$ cat src/rtl/cordic_vectoring_iter_pkg.sv
// Shared constants for the vectoring-mode CORDIC: binary-angle scale, arctangent
// table, FSM encoding and the uncompensated gain.
package cordic_pkg;

    localparam int  DATA_WIDTH_DEF = 18;
    localparam int  ANGLE_PI       = 2 ** (DATA_WIDTH_DEF - 1);
    localparam real CORDIC_GAIN    = 1.64676;

    // Reference table is round(atan(2^-i)/pi * 2^17); other widths are rescaled from it.
    localparam int ATAN_REF_W = 18;
    localparam int ATAN_DEPTH = 32;
    localparam logic [31:0] ATAN_REF [ATAN_DEPTH] = '{
        32'd32768, 32'd19344, 32'd10221, 32'd5188, 32'd2604, 32'd1303, 32'd652, 32'd326,
        32'd163,   32'd81,    32'd41,    32'd20,   32'd10,   32'd5,    32'd3,   32'd1,
        32'd1,     32'd0,     32'd0,     32'd0,    32'd0,    32'd0,    32'd0,   32'd0,
        32'd0,     32'd0,     32'd0,     32'd0,    32'd0,    32'd0,    32'd0,   32'd0
    };

    typedef enum logic [1:0] {
        ST_IDLE   = 2'd0,
        ST_ROTATE = 2'd1,
        ST_DONE   = 2'd2
    } cordic_state_e;

    function automatic logic [31:0] atan_entry(input logic [4:0] idx, input int dw);
        logic [31:0] ref_v;
        ref_v = ATAN_REF[idx];
        if (dw >= ATAN_REF_W) begin
            atan_entry = ref_v << (dw - ATAN_REF_W);
        end else begin
            atan_entry = (ref_v + (32'd1 << (ATAN_REF_W - 1 - dw))) >> (ATAN_REF_W - dw);
        end
    endfunction

endpackage

$ cat src/rtl/cordic_vectoring_iter_if.sv
// Operand/result handshake bundle between the sample front end, the CORDIC and its consumer.
interface cordic_vectoring_iter_if #(
    parameter int DATA_WIDTH = 18
);
    logic signed [DATA_WIDTH-1:0] in_x;
    logic signed [DATA_WIDTH-1:0] in_y;
    logic                         valid_in;
    logic                         in_ready;
    logic        [DATA_WIDTH:0]   out_mag;
    logic signed [DATA_WIDTH-1:0] out_phase;
    logic                         valid_out;
    logic                         out_ready;

    modport master (
        output in_x, in_y, valid_in, out_ready,
        input  in_ready, out_mag, out_phase, valid_out
    );

    modport slave (
        input  in_x, in_y, valid_in, out_ready,
        output in_ready, out_mag, out_phase, valid_out
    );
endinterface

$ cat src/rtl/cordic_vectoring_iter_stage.sv
// One combinational vectoring micro-rotation; steers toward y = 0 and accumulates angle in z.
module cordic_vec_stage #(
    parameter int XW = 20,
    parameter int ZW = 18,
    parameter int SW = 5
) (
    input  logic signed [XW-1:0] x,
    input  logic signed [XW-1:0] y,
    input  logic        [ZW-1:0] z,
    input  logic        [SW-1:0] shift,
    input  logic        [ZW-1:0] atan,
    output logic signed [XW-1:0] x_nxt,
    output logic signed [XW-1:0] y_nxt,
    output logic        [ZW-1:0] z_nxt
);

    logic signed [XW-1:0] x_sh_s;
    logic signed [XW-1:0] y_sh_s;

    assign x_sh_s = x >>> shift;
    assign y_sh_s = y >>> shift;

    // Rotate clockwise when y is non-negative, counter-clockwise otherwise; z wraps freely.
    always_comb begin
        x_nxt = x;
        y_nxt = y;
        z_nxt = z;
        if (y[XW-1] == 1'b0) begin
            x_nxt = x + y_sh_s;
            y_nxt = y - x_sh_s;
            z_nxt = z + atan;
        end else begin
            x_nxt = x - y_sh_s;
            y_nxt = y + x_sh_s;
            z_nxt = z - atan;
        end
    end

endmodule

$ cat src/rtl/cordic_vectoring_iter.sv
// Iterative vectoring CORDIC: (x, y) in, gain-scaled magnitude and binary-angle atan2 out,
// one micro-rotation per clock through a single shared stage.
module cordic_vectoring_iter
    import cordic_pkg::*;
#(
    parameter int DATA_WIDTH = 18,
    parameter int N_ITER     = 16
) (
    input  logic              i_clk,
    input  logic              i_rst_n,
    cordic_vectoring_iter_if.slave bus
);

    localparam int XW = DATA_WIDTH + 2;
    localparam int SW = 5;

    cordic_state_e            state_r;
    cordic_state_e            state_nxt_s;
    logic signed [XW-1:0]     x_r;
    logic signed [XW-1:0]     y_r;
    logic [DATA_WIDTH-1:0]    z_r;
    logic [SW-1:0]            iter_r;
    logic [DATA_WIDTH:0]      out_mag_r;
    logic [DATA_WIDTH-1:0]    out_phase_r;
    logic                     valid_out_r;

    logic signed [XW-1:0]     x_ext_s;
    logic signed [XW-1:0]     y_ext_s;
    logic signed [XW-1:0]     x_nxt_s;
    logic signed [XW-1:0]     y_nxt_s;
    logic [DATA_WIDTH-1:0]    z_nxt_s;
    logic [DATA_WIDTH-1:0]    atan_s;
    logic [DATA_WIDTH:0]      mag_s;
    logic                     last_s;

    assign x_ext_s = {{2{bus.in_x[DATA_WIDTH-1]}}, bus.in_x};
    assign y_ext_s = {{2{bus.in_y[DATA_WIDTH-1]}}, bus.in_y};
    assign atan_s  = DATA_WIDTH'(atan_entry(iter_r, DATA_WIDTH));
    assign last_s  = (iter_r == SW'(N_ITER - 1));

    cordic_vec_stage #(
        .XW (XW),
        .ZW (DATA_WIDTH),
        .SW (SW)
    ) u_stage (
        .x     (x_r),
        .y     (y_r),
        .z     (z_r),
        .shift (iter_r),
        .atan  (atan_s),
        .x_nxt (x_nxt_s),
        .y_nxt (y_nxt_s),
        .z_nxt (z_nxt_s)
    );

    // Magnitude from the final x, clamped so a slightly negative residue never wraps large.
    always_comb begin
        mag_s = '0;
        if (x_nxt_s[XW-1] == 1'b1) begin
            mag_s = '0;
        end else begin
            mag_s = x_nxt_s[DATA_WIDTH:0];
        end
    end

    // FSM state register.
    always_ff @(posedge i_clk or negedge i_rst_n) begin
        if (!i_rst_n) begin
            state_r <= ST_IDLE;
        end else begin
            state_r <= state_nxt_s;
        end
    end

    // FSM next-state logic.
    always_comb begin
        state_nxt_s = state_r;
        case (state_r)
            ST_IDLE: begin
                if (bus.valid_in) begin
                    state_nxt_s = ST_ROTATE;
                end else begin
                    state_nxt_s = ST_IDLE;
                end
            end
            ST_ROTATE: begin
                if (last_s) begin
                    state_nxt_s = ST_DONE;
                end else begin
                    state_nxt_s = ST_ROTATE;
                end
            end
            ST_DONE: begin
                if (bus.out_ready) begin
                    state_nxt_s = ST_IDLE;
                end else begin
                    state_nxt_s = ST_DONE;
                end
            end
            default: state_nxt_s = ST_IDLE;
        endcase
    end

    // Datapath: pre-rotate into the right half-plane on load, iterate, then publish and hold.
    always_ff @(posedge i_clk or negedge i_rst_n) begin
        if (!i_rst_n) begin
            x_r         <= '0;
            y_r         <= '0;
            z_r         <= '0;
            iter_r      <= '0;
            out_mag_r   <= '0;
            out_phase_r <= '0;
            valid_out_r <= 1'b0;
        end else begin
            case (state_r)
                ST_IDLE: begin
                    if (bus.valid_in) begin
                        if (bus.in_x[DATA_WIDTH-1] == 1'b0) begin
                            x_r <= x_ext_s;
                            y_r <= y_ext_s;
                            z_r <= '0;
                        end else begin
                            x_r <= -x_ext_s;
                            y_r <= -y_ext_s;
                            z_r <= {1'b1, {(DATA_WIDTH-1){1'b0}}};
                        end
                        iter_r <= '0;
                    end
                end
                ST_ROTATE: begin
                    x_r    <= x_nxt_s;
                    y_r    <= y_nxt_s;
                    z_r    <= z_nxt_s;
                    iter_r <= iter_r + SW'(1);
                    if (last_s) begin
                        out_mag_r   <= mag_s;
                        out_phase_r <= z_nxt_s;
                        valid_out_r <= 1'b1;
                    end
                end
                ST_DONE: begin
                    if (bus.out_ready) begin
                        valid_out_r <= 1'b0;
                    end
                end
                default: valid_out_r <= 1'b0;
            endcase
        end
    end

    assign bus.in_ready  = (state_r == ST_IDLE);
    assign bus.out_mag   = out_mag_r;
    assign bus.out_phase = out_phase_r;
    assign bus.valid_out = valid_out_r;

endmodule
$ cat src/flat_wrapper.sv
// flat-port wrapper written by rule: the top's interface ports become plain ports
module cordic_vectoring_iter_flat import cordic_pkg::*;
#(
    parameter int DATA_WIDTH = 18,
    parameter int N_ITER     = 16
)
  (i_clk, i_rst_n, bus_in_x, bus_in_y, bus_valid_in, bus_out_ready, bus_in_ready, bus_out_mag, bus_out_phase, bus_valid_out);
  cordic_vectoring_iter_if #(.DATA_WIDTH(DATA_WIDTH)) bus_i ();
  input  logic i_clk;
  input  logic i_rst_n;
  input wire logic [$bits(bus_i.in_x)-1:0] bus_in_x;
  input wire logic [$bits(bus_i.in_y)-1:0] bus_in_y;
  input wire logic [$bits(bus_i.valid_in)-1:0] bus_valid_in;
  input wire logic [$bits(bus_i.out_ready)-1:0] bus_out_ready;
  output wire logic [$bits(bus_i.in_ready)-1:0] bus_in_ready;
  output wire logic [$bits(bus_i.out_mag)-1:0] bus_out_mag;
  output wire logic [$bits(bus_i.out_phase)-1:0] bus_out_phase;
  output wire logic [$bits(bus_i.valid_out)-1:0] bus_valid_out;
  assign bus_i.in_x = bus_in_x;
  assign bus_i.in_y = bus_in_y;
  assign bus_i.valid_in = bus_valid_in;
  assign bus_i.out_ready = bus_out_ready;
  assign bus_in_ready = bus_i.in_ready;
  assign bus_out_mag = bus_i.out_mag;
  assign bus_out_phase = bus_i.out_phase;
  assign bus_valid_out = bus_i.valid_out;
  cordic_vectoring_iter #(.DATA_WIDTH(DATA_WIDTH), .N_ITER(N_ITER)) u_core (.i_clk(i_clk), .i_rst_n(i_rst_n), .bus(bus_i));
endmodule
$ cat config.mk
export PLATFORM = sky130hd
export DESIGN_NAME = cordic_vectoring_iter_flat
export DESIGN_NICKNAME = d
export VERILOG_FILES = /design/src/rtl/cordic_vectoring_iter_pkg.sv /design/src/rtl/cordic_vectoring_iter_if.sv /design/src/rtl/cordic_vectoring_iter_stage.sv /design/src/rtl/cordic_vectoring_iter.sv /design/src/flat_wrapper.sv
export SDC_FILE = /design/constraint.sdc
export NUM_CORES = 1
export LEC_CHECK = 0
export CORE_AREA = 2 2 149 151
export CTS_CLUSTER_SIZE = 24
export DETAILED_ROUTE_END_ITERATION = 12
export DIE_AREA = 0 0 151 153
export GPL_TIMING_DRIVEN = 1
export HOLD_SLACK_MARGIN = 0.03
export PLACE_DENSITY_LB_ADDON = 0.15
export SYNTH_ARGS = -nofsm -noshare
export SYNTH_HDL_FRONTEND = slang
export SYNTH_HIERARCHICAL = 1
export SYNTH_SLANG_ARGS = --single-unit
$ cat constraint.sdc
create_clock -name i_clk -period 5.7 [get_ports i_clk]
set_input_delay 0.855 -clock i_clk [delete_from_list [all_inputs] [get_ports i_clk]]
set_output_delay 0.855 -clock i_clk [all_outputs]
set_load 0.01 [all_outputs]
# == Word level (Yosys, flattened, before mapping) ==
# Memories as Yosys holds them, arrays and structs flattened.
# Cells that the tools add are included.
# totals
regBits,103
mem_bits_ro,1024
inputBits,40
output_inout_bits,39
elab_cells,58
memories,1
# classes
n_addsub,9
order_cmp,1
n_eq_ne,6
shifts,2
muxes,24
bitwise,2
n_reduce_logical,5
# memory_table
memory,words,word_bits,read_ports,rd_ports_with_merged_regs,write_ports,line,rtl
(no name shown),32,32,1,0,0,cordic_vectoring_iter_pkg.sv:27,ref_v = ATAN_REF[idx];
# op_table
operator,count
two-way mux 20 bit,6
two-way mux 18 bit,5
one-hot mux 20 bit (2 select lines),2
adder 20 bit,2
negation 18 -> 20 bit,2
>>> shifter 20 x 5 -> 20 bit,2
subtractor 20 bit,2
one-hot mux 18 bit (2 select lines),1
two-way mux 19 bit,1
adder 18 bit,1
subtractor 18 bit,1
one-hot mux 5 bit (2 select lines),1
"greater-or-equal comparator 6 bit, second input constant",1
NOT 5 -> 6 bit,1
one-hot mux 2 bit (3 select lines),1
"adder 5 x 1 -> 5 bit, second input constant",1
"equality test 5 x 4 -> 1 bit, second input constant",1
two-way mux 5 bit,1
two-way mux 2 bit,2
"inequality test 2 bit, second input constant",2
AND reduction 2 bit,2
two-way mux 1 bit,3
one-hot mux 1 bit (3 select lines),1
AND reduction 3 bit,1
6 further kinds,6

# == Logic depth before layout (Yosys ltp) ==
# Gate-level depths: netlist (run 1).
# logic_depth
word_depth,7
ltp_mapped,27
mapped_depth_nobuf,23

# == Modules after synthesis ==
# Netlist (run 1), hierarchy kept.
# modules_own_cells
module,instances,cells_each,area_per_inst_um2,seq_area_each_um2
cordic_vec_stage,1,846,6419.9,0.0
cordic_vectoring_iter,1,597,5425.2,2577.5

# == Worst setup path after synthesis (run 1) ==
# No wires, ideal clock.
# synth_path
path_type,reg2reg
from,register u_core.iter_r[0]
to,"register u_core.out_mag_r[13], in the netlist u_core/bus.out_mag[13]"
setup_time_ns,0.083
arrival_ns,5.493
required_ns,5.617
path_slack_ns,0.124
stages_incl_launch_ff,27
path_buffers,3
synth_period_minus_slack_ns,5.576
path_cell_list,dfrtp_1 -> buf_6 -> buf_6 -> mux4_2 -> nand2_1 -> nand3_1 -> and2_1 -> inv_1 -> ha_1 -> a21boi_0 -> o2111ai_1 -> nand4bb_1 -> or2_2 -> a21oi_1 -> o311ai_1 -> ha_1 -> nand2_1 -> nand2b_1 -> a211o_1 -> or3_1 -> nor3_1 -> nor3_1 -> o31ai_1 -> xnor3_1 -> clkbuf_1 -> nand2b_1 -> o21ai_0
# synth_between
elab_chain_cells,4
word_cells_on_any_way,7
cone_classes,add/sub: 2; eq/ne: 1; shift: 1; mux: 2; reduce/logical: 1
# synth_lines
item,line,rtl
from (decl),cordic_vectoring_iter.sv:22,logic [SW-1:0] iter_r;
from (signal assigned),cordic_vectoring_iter.sv:134,iter_r <= iter_r + SW'(1);
>>> shifter 20 x 5 -> 20 bit (*),cordic_vectoring_iter_stage.sv:21,assign y_sh_s = y >>> shift;
adder 20 bit / subtractor 20 bit (equally long branches),"cordic_vectoring_iter_stage.sv:29, cordic_vectoring_iter_stage.sv:33",
two-way mux 20 bit (*),cordic_vectoring_iter_stage.sv:28,if (y[XW-1] == 1'b0) begin
via u_core.x_nxt_s[19],cordic_vectoring_iter.sv:29,logic signed [XW-1:0] x_nxt_s;
two-way mux 19 bit (*),cordic_vectoring_iter.sv:59,if (x_nxt_s[XW-1] == 1'b1) begin
to (signal assigned),cordic_vectoring_iter.sv:136,out_mag_r <= mag_s;
to (decl),cordic_vectoring_iter.sv:23,logic [DATA_WIDTH:0] out_mag_r;
# The timed path passes the listed nets; every way through them passes the cells marked *.
# A chain may end at the register's enable or synchronous reset.

# == Worst setup path in the final report (run 1) ==
# layout_path
from,register u_core.iter_r[0]
to,register u_core.y_r[19]
# layout_between
elab_chain_cells,4
word_cells_on_any_way,5
cone_classes,add/sub: 2; shift: 1; mux: 2
# layout_lines
item,line,rtl
>>> shifter 20 x 5 -> 20 bit (*),cordic_vectoring_iter_stage.sv:20,assign x_sh_s = x >>> shift;
subtractor 20 bit / adder 20 bit (equally long branches),"cordic_vectoring_iter_stage.sv:30, cordic_vectoring_iter_stage.sv:34",
two-way mux 20 bit (*),cordic_vectoring_iter_stage.sv:28,
via u_core.y_nxt_s[19],cordic_vectoring_iter.sv:30,logic signed [XW-1:0] y_nxt_s;
one-hot mux 20 bit (2 select lines) (*),cordic_vectoring_iter.sv:115,case (state_r)
to (signal assigned),cordic_vectoring_iter.sv:120,y_r <= y_ext_s;
to (signal assigned),cordic_vectoring_iter.sv:124,y_r <= -y_ext_s;
to (signal assigned),cordic_vectoring_iter.sv:132,y_r <= y_nxt_s;
to (decl),cordic_vectoring_iter.sv:20,logic signed [XW-1:0] y_r;
# Marks and branches as above.

==> results of run 1 <==
-- layout by cell type, fill, tap and decap left out, drive strengths merged, types with 9 or more instances in the layout --
| cell | n |
|---|---|
| a21oi | 95 |
| nor4 | 13 |
| a21o | 14 |
| buf | 123 |
| xnor2 | 69 |
| o21ai | 94 |
| o31ai | 20 |
| mux2i | 32 |
| clkdlybuf4s50 | 77 |
| nor2b | 18 |
| or2 | 14 |
| nand3 | 51 |
| nand2 | 181 |
| o21bai | 10 |
| a31oi | 30 |
| nor3 | 37 |
| mux4 | 38 |
| xor2 | 41 |
| and2 | 14 |
| nor2 | 105 |
| a211oi | 25 |
| dfrtp | 103 |
| clkbuf | 11 |
| o21a | 9 |
| inv | 48 |
| and3 | 22 |
| mux2 | 30 |
| o22ai | 15 |
| a22oi | 9 |
| ha | 68 |
| nand2b | 33 |
-- critical path: stages, from the launching register on --
cell,delay (ns)
dfrtp_2,0.43
buf_4,0.14
buf_4,0.26
mux4_2,0.58
nand3_1,0.16
o311ai_1,0.20
nor2_1,0.43
ha_1,0.32
nor2_1,0.08
a21oi_1,0.07
ha_1,0.32
a211oi_1,0.29
o21ai_0,0.21
a311oi_1,0.33
buf_4,0.19
nor2_1,0.06
a21oi_1,0.21
a21oi_1,0.12
a31oi_1,0.22
xnor2_1,0.29
a21oi_1,0.21
o31ai_1,0.27
-- routing by layer --
layer  up-vias  GRT usage [%]  part of all wire, %
met5         -              0                    0
met4         0           10.6                  3.4
met3       104           6.12                  8.1
met2       532           54.2                   46
met1      5846           48.5                   42
li1       5589              -                    -
-- worst max path at each step --
stage | startpoint | end | slack (ns) | depth (start not counted)
finish | u_core/iter_r[0]$_DFFE_PN0P_ | u_core/y_r[19]$_DFFE_PN0P_ | 0.22 | 21
global route | u_core/iter_r[1]$_DFFE_PN0P_ | u_core/bus.out_mag[16]$_DFFE_PN0P_ | -0.02 | 24
CTS | u_core/iter_r[1]$_DFFE_PN0P_ | u_core/z_r[17]$_DFFE_PN0P_ | 0.02 | 23
detailed placement | u_core/iter_r[1]$_DFFE_PN0P_ | u_core/bus.out_mag[16]$_DFFE_PN0P_ | -0.12 | 24
global placement | u_core/iter_r[1]$_DFFE_PN0P_ | u_core/bus.out_mag[2]$_DFFE_PN0P_ | 0.03 | 23
floorplan | u_core/iter_r[0]$_DFFE_PN0P_ | u_core/bus.out_mag[13]$_DFFE_PN0P_ | 0.12 | 26
-- synth_stat cells (all sizes together) (22+ instances only) --
cell type,number
buf,26
a21oi,95
mux2i,32
inv,45
nand2,181
dfrtp,103
mux2,30
xnor2,69
and3,22
nand2b,33
a31oi,30
nand3,51
nor3,37
a211oi,25
o21ai,94
xor2,41
ha,68
clkbuf,58
mux4,38
nor2,105
-- logic make-up after synthesis --
family	count (synthesis)	synth area share, %
DFF	103	21.8
other	1	0.0317
muxes	100	13.2
xor gates and xnor gates	111	8.32
buffers and inverters	130	4.89
adders and majority gates	71	7.69
and+or+nand+nor	524	21.5
AOI/OAI and AO/OA	403	22.6
-- flip-flops by register name, summed over array words and instances, names as in the netlist --
name                  cells
u_core/iter_r             5
u_core/bus.valid_out      1
u_core/y_r               20
u_core/bus.out_phase     18
u_core/x_r               20
u_core/z_r               18
u_core/bus.out_mag       19
u_core/state_r            2
-- what timing repair did --
| item | CTS | global route |
|---|---|---|
| setup buffers | 1 | 12 |
| gates cloned | 2 | 2 |
| pin swaps | 1 | 4 |
| hold endpoints to repair | 0 | 0 |
| endpoints found under the setup margin | 19 | 30 |
| resized for setup | 3 | 32 |
-- cell type report --
class	instances	area share [%]
Inverter	46	1.22
Clock buffer	9	1.60
Clock inverter	7	0.860
Multi-Input combinational cell	1215	63.0
Antenna cell	1	0.0177
Sequential cell	103	18.3
Timing Repair Buffer	202	12.5
Tap cell	280	2.48
-- through the flow --
stage          setup slack [ns]  hold WS [ns]  std cells  setup TNS (ns)
6_report                  0.215         0.483       1863               0
3_5_place_dp             -0.123         0.470       1829           -1.44
5_1_grt                 -0.0242         0.512       1862          -0.144
4_1_cts                  0.0194         0.488       1848               0
2_1_floorplan             0.124         0.447       1445               0
3_3_place_gp             0.0294         0.464       1829               0
==> results.yml, run 1 <==
yosys:
  syn_area_per_cell_sq_um: 8.21
  ys_seq_elements: 103
  ys.flop_type: "dfrtp_1"
  ys_seq_area_share_pct: 21.8
  syn_area_sq_um: 11800
  netlist.area_leader.share_pct: 21.8
  synthCells: 1443
  ys_top_cells_by_area: "dfrtp_1, ha_1, mux4_2"
  synth_top_area_cell: "dfrtp_1"
  synth.distinct_cells: 92
  synth_warnings: 6
  synth-async-reset-ratio_pct: 100
  synth-edff-count: 0
placed_design:
  port_buffers: 78
  dpl_cell_area_sq_um: 13400
  gp_congestion: 1.02
  hpwl_microns: 29600
final_layout:
  area_growth_pct: 19.1
  postLayoutCellArea_sq_um: 14100
  fin_nets: 1688
  multi_input_area_sq_um: 8890
  nFillCells: 1917
  drive_gt1_share_pct: 16.7
  regArea_sq_um: 2580
  postLayoutCoreUtil_pct: 65.7
grt:
  track_usage_pct: 34.5
  grt_pass1_vias: 11207
  overflow: 0
  grt_max_degree: 63
  antenna_found_initial: 1
  grt_pass1_wl_microns: 62200
drt:
  vias_per_cell: 6.48
  ant_nets: 0
  drt_iter0_drc: 1041
  wl_microns: 39600
  drt_pre_antenna_iters: 8
  drt_drc_violations_left: 0
  vias: 12071
  wl_per_cell_microns: 21.2
worst_setup_path:
  criticalPathCategory: "reg2reg"
  crit_arrival_ns: 5.74
  cp-end-kind: "register"
  r2r_cells: 21
  critPathLaunchType: "register"
  path_max_fanout: 14
  reg2reg_slack_ns: 0.22
  reg2reg_from: "u_core/iter_r[0]$_DFFE_PN0P_"
  rr_endpoint: "u_core/y_r[19]$_DFFE_PN0P_"
  cp.required_ns: 5.96
clock_network:
  holdBufCountCts: 0
  worstSkewPairLatency_ns: 0.36
  root_buffer: "clkbuf_16"
  clkTransAtPathRegs_ns: 0.08
  clockBufferDepth: 2
  cts_buffers: 9
  clock_sinks: 103
  tritoncts: "done"
  ctsHtreeMaxLevel: 3
die:
  dieHeight_microns: 153
  io_pins: 79
  coreArea_sq_um: 21500
  start_util_pct: 55.1
  die_area_sq_um: 23100
  rows: 54
  fp.dieW_microns: 151
timing:
  finalClockSkew_ns: 0.0160
  hold_viol: 0
  tightest_slew_ns: 1.15
  finalSetupViolCount: 0
  min_period_over_period_pct: 96.2
  slew_headroom_pct: 23.0
  drv_slew: 0
  fmax_ghz: 0.182
  period_minus_slack_ns: 5.48
worst_hold_path:
  timing.hold.worst_endpoint: "u_core/bus.out_mag[15]$_DFFE_PN0P_"
  hold_path_depth: 2
  worstHoldPathType: "reg2reg"
  hp-start: "u_core/bus.out_mag[15]$_DFFE_PN0P_"
run:
  maxCapViolations: 0
status:
  status: "completed"
Power of run 1 is not shown: default switching activity piles up to over one toggle a cycle in this logic, so the estimate is an artifact.
==> run 2: changes to the inputs <==
--- a/config.mk
+++ b/config.mk
@@ -16,3 +16,4 @@
 export SYNTH_HDL_FRONTEND = slang
 export SYNTH_HIERARCHICAL = 1
 export SYNTH_SLANG_ARGS = --single-unit
+export TNS_END_PERCENT = 30
==> results of run 2 <==
The final DEF is identical to that of run 1; final timing and power are the same.
Power of run 2 is left out for the same reason.
==> run 3: changes to the inputs <==
==> constraint.sdc (replaced) <==
create_clock -name i_clk -period 4.8 [get_ports i_clk]
set_input_delay 0.72 -clock i_clk [delete_from_list [all_inputs] [get_ports i_clk]]
set_output_delay 0.72 -clock i_clk [all_outputs]
set_load 0.01 [all_outputs]
==> results.yml, run 3 (same netlist as run 1, synthesis figures left out) <==
grt:
  grt_pass1_wl_microns: 66800
  overflow: 0
  antenna_found_initial: 0
  grt_max_degree: 67
  track_usage_pct: 36.5
  grt_pass1_vias: 12791
final_layout:
  nFillCells: 1692
  num_antenna_cells: 0
  drive_gt1_share_pct: 29.7
  fin_nets: 1919
  mostFrequentLayoutCell: "buf_4"
  area_growth_pct: 34.9
  final_cell_mix: "buf_4, nand2_1, nor2_1"
  postLayoutCoreUtil_pct: 74.3
clock_network:
  root_buffer: "clkbuf_16"
  worstSkewPairLatency_ns: 0.36
  ctsHtreeMaxLevel: 3
  clockBufferDepth: 2
  holdBufCountCts: 0
  clock_sinks: 103
  cts_buffers: 9
  clkTransAtPathRegs_ns: 0.08
  tritoncts: "done"
die:
  start_util_pct: 55.1
  fp.dieW_microns: 151
  die_area_sq_um: 23100
  io_pins: 79
  dieHeight_microns: 153
  coreArea_sq_um: 21500
  rows: 54
timing:
  finalClockSkew_ns: 0.0112
  fin_ws_ns: -0.442
  hold_viol: 0
  grt_setup_unrepaired: "yes"
  drv_slew: 0
  period_minus_slack_ns: 5.24
  fmax_ghz: 0.191
  finalSetupViolCount: 39
  min_period_over_period_pct: 109
  tightest_slew_ns: 1.15
  slew_headroom_pct: 23.1
worst_setup_path:
  slowest_delay_ns: 0.55
  cp-end-kind: "register"
  cp_common_cell: "buf_4"
  critPathLaunchType: "register"
  path_delay_family: "compound AO/OA/AOI/OAI gates"
  slowest_stage: "mux4_2"
  criticalPathCategory: "reg2reg"
  path_max_fanout: 6
  crit_arrival_ns: 5.52
  crit_chain: "mux4_2, mux2i_1, buf_4, a221o_1, buf_4, a21boi_1, buf_4, nand2b_1, xnor2_1, nor2_1, a31o_2, ha_1, o21a_1, o31a_1, o211ai_1, a21oi_2, o31a_1, o21a_1, or3_1, o311ai_0, buf_4, o22ai_1, a21oi_1"
  path_buf_inv: 4
  cp.required_ns: 5.08
run:
  maxCapViolations: 0
drt:
  wl_per_cell_microns: 20.2
  ant_nets: 0
  wl_microns: 42300
  vias: 13029
  vias_per_cell: 6.23
  drt_iter0_drc: 1067
  drt_pre_antenna_iters: 5
  drt_drc_violations_left: 0
status:
  violations: "setup timing"
  status: "complete, but fails checks"
placed_design:
  gp_congestion: 1.05
  port_buffers: 78
  dp_slack_ns: -0.550
  hpwl_microns: 32400
worst_hold_path:
  worstHoldPathType: "in2async"
## run 3: cell types whose count changed in the layout (fill, tap and decap cells not counted), moves of 3 or more
cell	change
buf_4	+232
o21ai_0	-15
o21ai_1	+14
a21oi_1	-10
a21oi_2	+10
nor3_1	-3
nor3_2	+3
xnor3_2	-3
## run 3: through the flow
| step | TNS (ns) | cells | area (sq um) | hold WS, ns |
|---|---|---|---|---|
| 3_3_place_gp | -9.97 | 2065 | 15300 | 0.465 |
| 6_report | -10.47 | 2093 | 16000 | 0.468 |
| 2_1_floorplan | -7.22 | 1445 | 11900 | 0.424 |
| 4_1_cts | -9.02 | 2085 | 15800 | 0.498 |
| 5_1_grt | -21.72 | 2093 | 16000 | 0.519 |
| 3_5_place_dp | -13.76 | 2065 | 15300 | 0.477 |
## run 3: timing repair
item | CTS | global route
pin swaps | 8 | 7
buffers inserted | 4 | 6
cloned | 0 | 2
endpoints found under the setup margin | 41 | 57
endpoints found under the hold margin | 0 | 0
gates resized for setup | 56 | 25
## run 3: path summary, 6_finish.rpt
check	slack, ns	depth (start not counted)	to	start
setup reg to reg	-0.44	23	u_core/x_r[13]$_DFFE_PN0P_	u_core/iter_r[1]$_DFFE_PN0P_
hold reg to reg	0.50	2	u_core/bus.out_mag[1]$_DFFE_PN0P_	u_core/bus.out_mag[1]$_DFFE_PN0P_
setup / recovery	-0.44	23	u_core/x_r[13]$_DFFE_PN0P_	u_core/iter_r[1]$_DFFE_PN0P_
max in group asynchronous	3.23	2	u_core/y_r[19]$_DFFE_PN0P_	i_rst_n
hold / removal	0.47	1	u_core/bus.out_phase[0]$_DFFE_PN0P_	i_rst_n
min in group i_clk	0.50	2	u_core/bus.out_mag[1]$_DFFE_PN0P_	u_core/bus.out_mag[1]$_DFFE_PN0P_
## run 3: layer usage
metal | routed length (microns) | part of all wire (%) | up-vias | track usage, %
met4 | 1660 | 3.9 | 0 | 13.1
met3 | 2950 | 7.0 | 117 | 3.91
met5 | 0 | 0 | - | 0
li1 | - | - | 6033 | -
met1 | 17700 | 42 | 6349 | 49.3
met2 | 20000 | 47 | 530 | 60.7
## run 3: layout make-up
| class | count | area [sq um] | share of cell area, % |
|---|---|---|---|
| inverter | 46 | 173 | 1.08 |
| multi-input combinational | 1212 | 9010 | 56.4 |
| clock inverter | 7 | 75.1 | 0.470 |
| sequential | 103 | 2580 | 16.2 |
| tap | 280 | 350 | 2.19 |
| timing repair buffer | 436 | 3550 | 22.2 |
| clock buffer | 9 | 225 | 1.41 |
Power of run 3 is left out for the same reason.
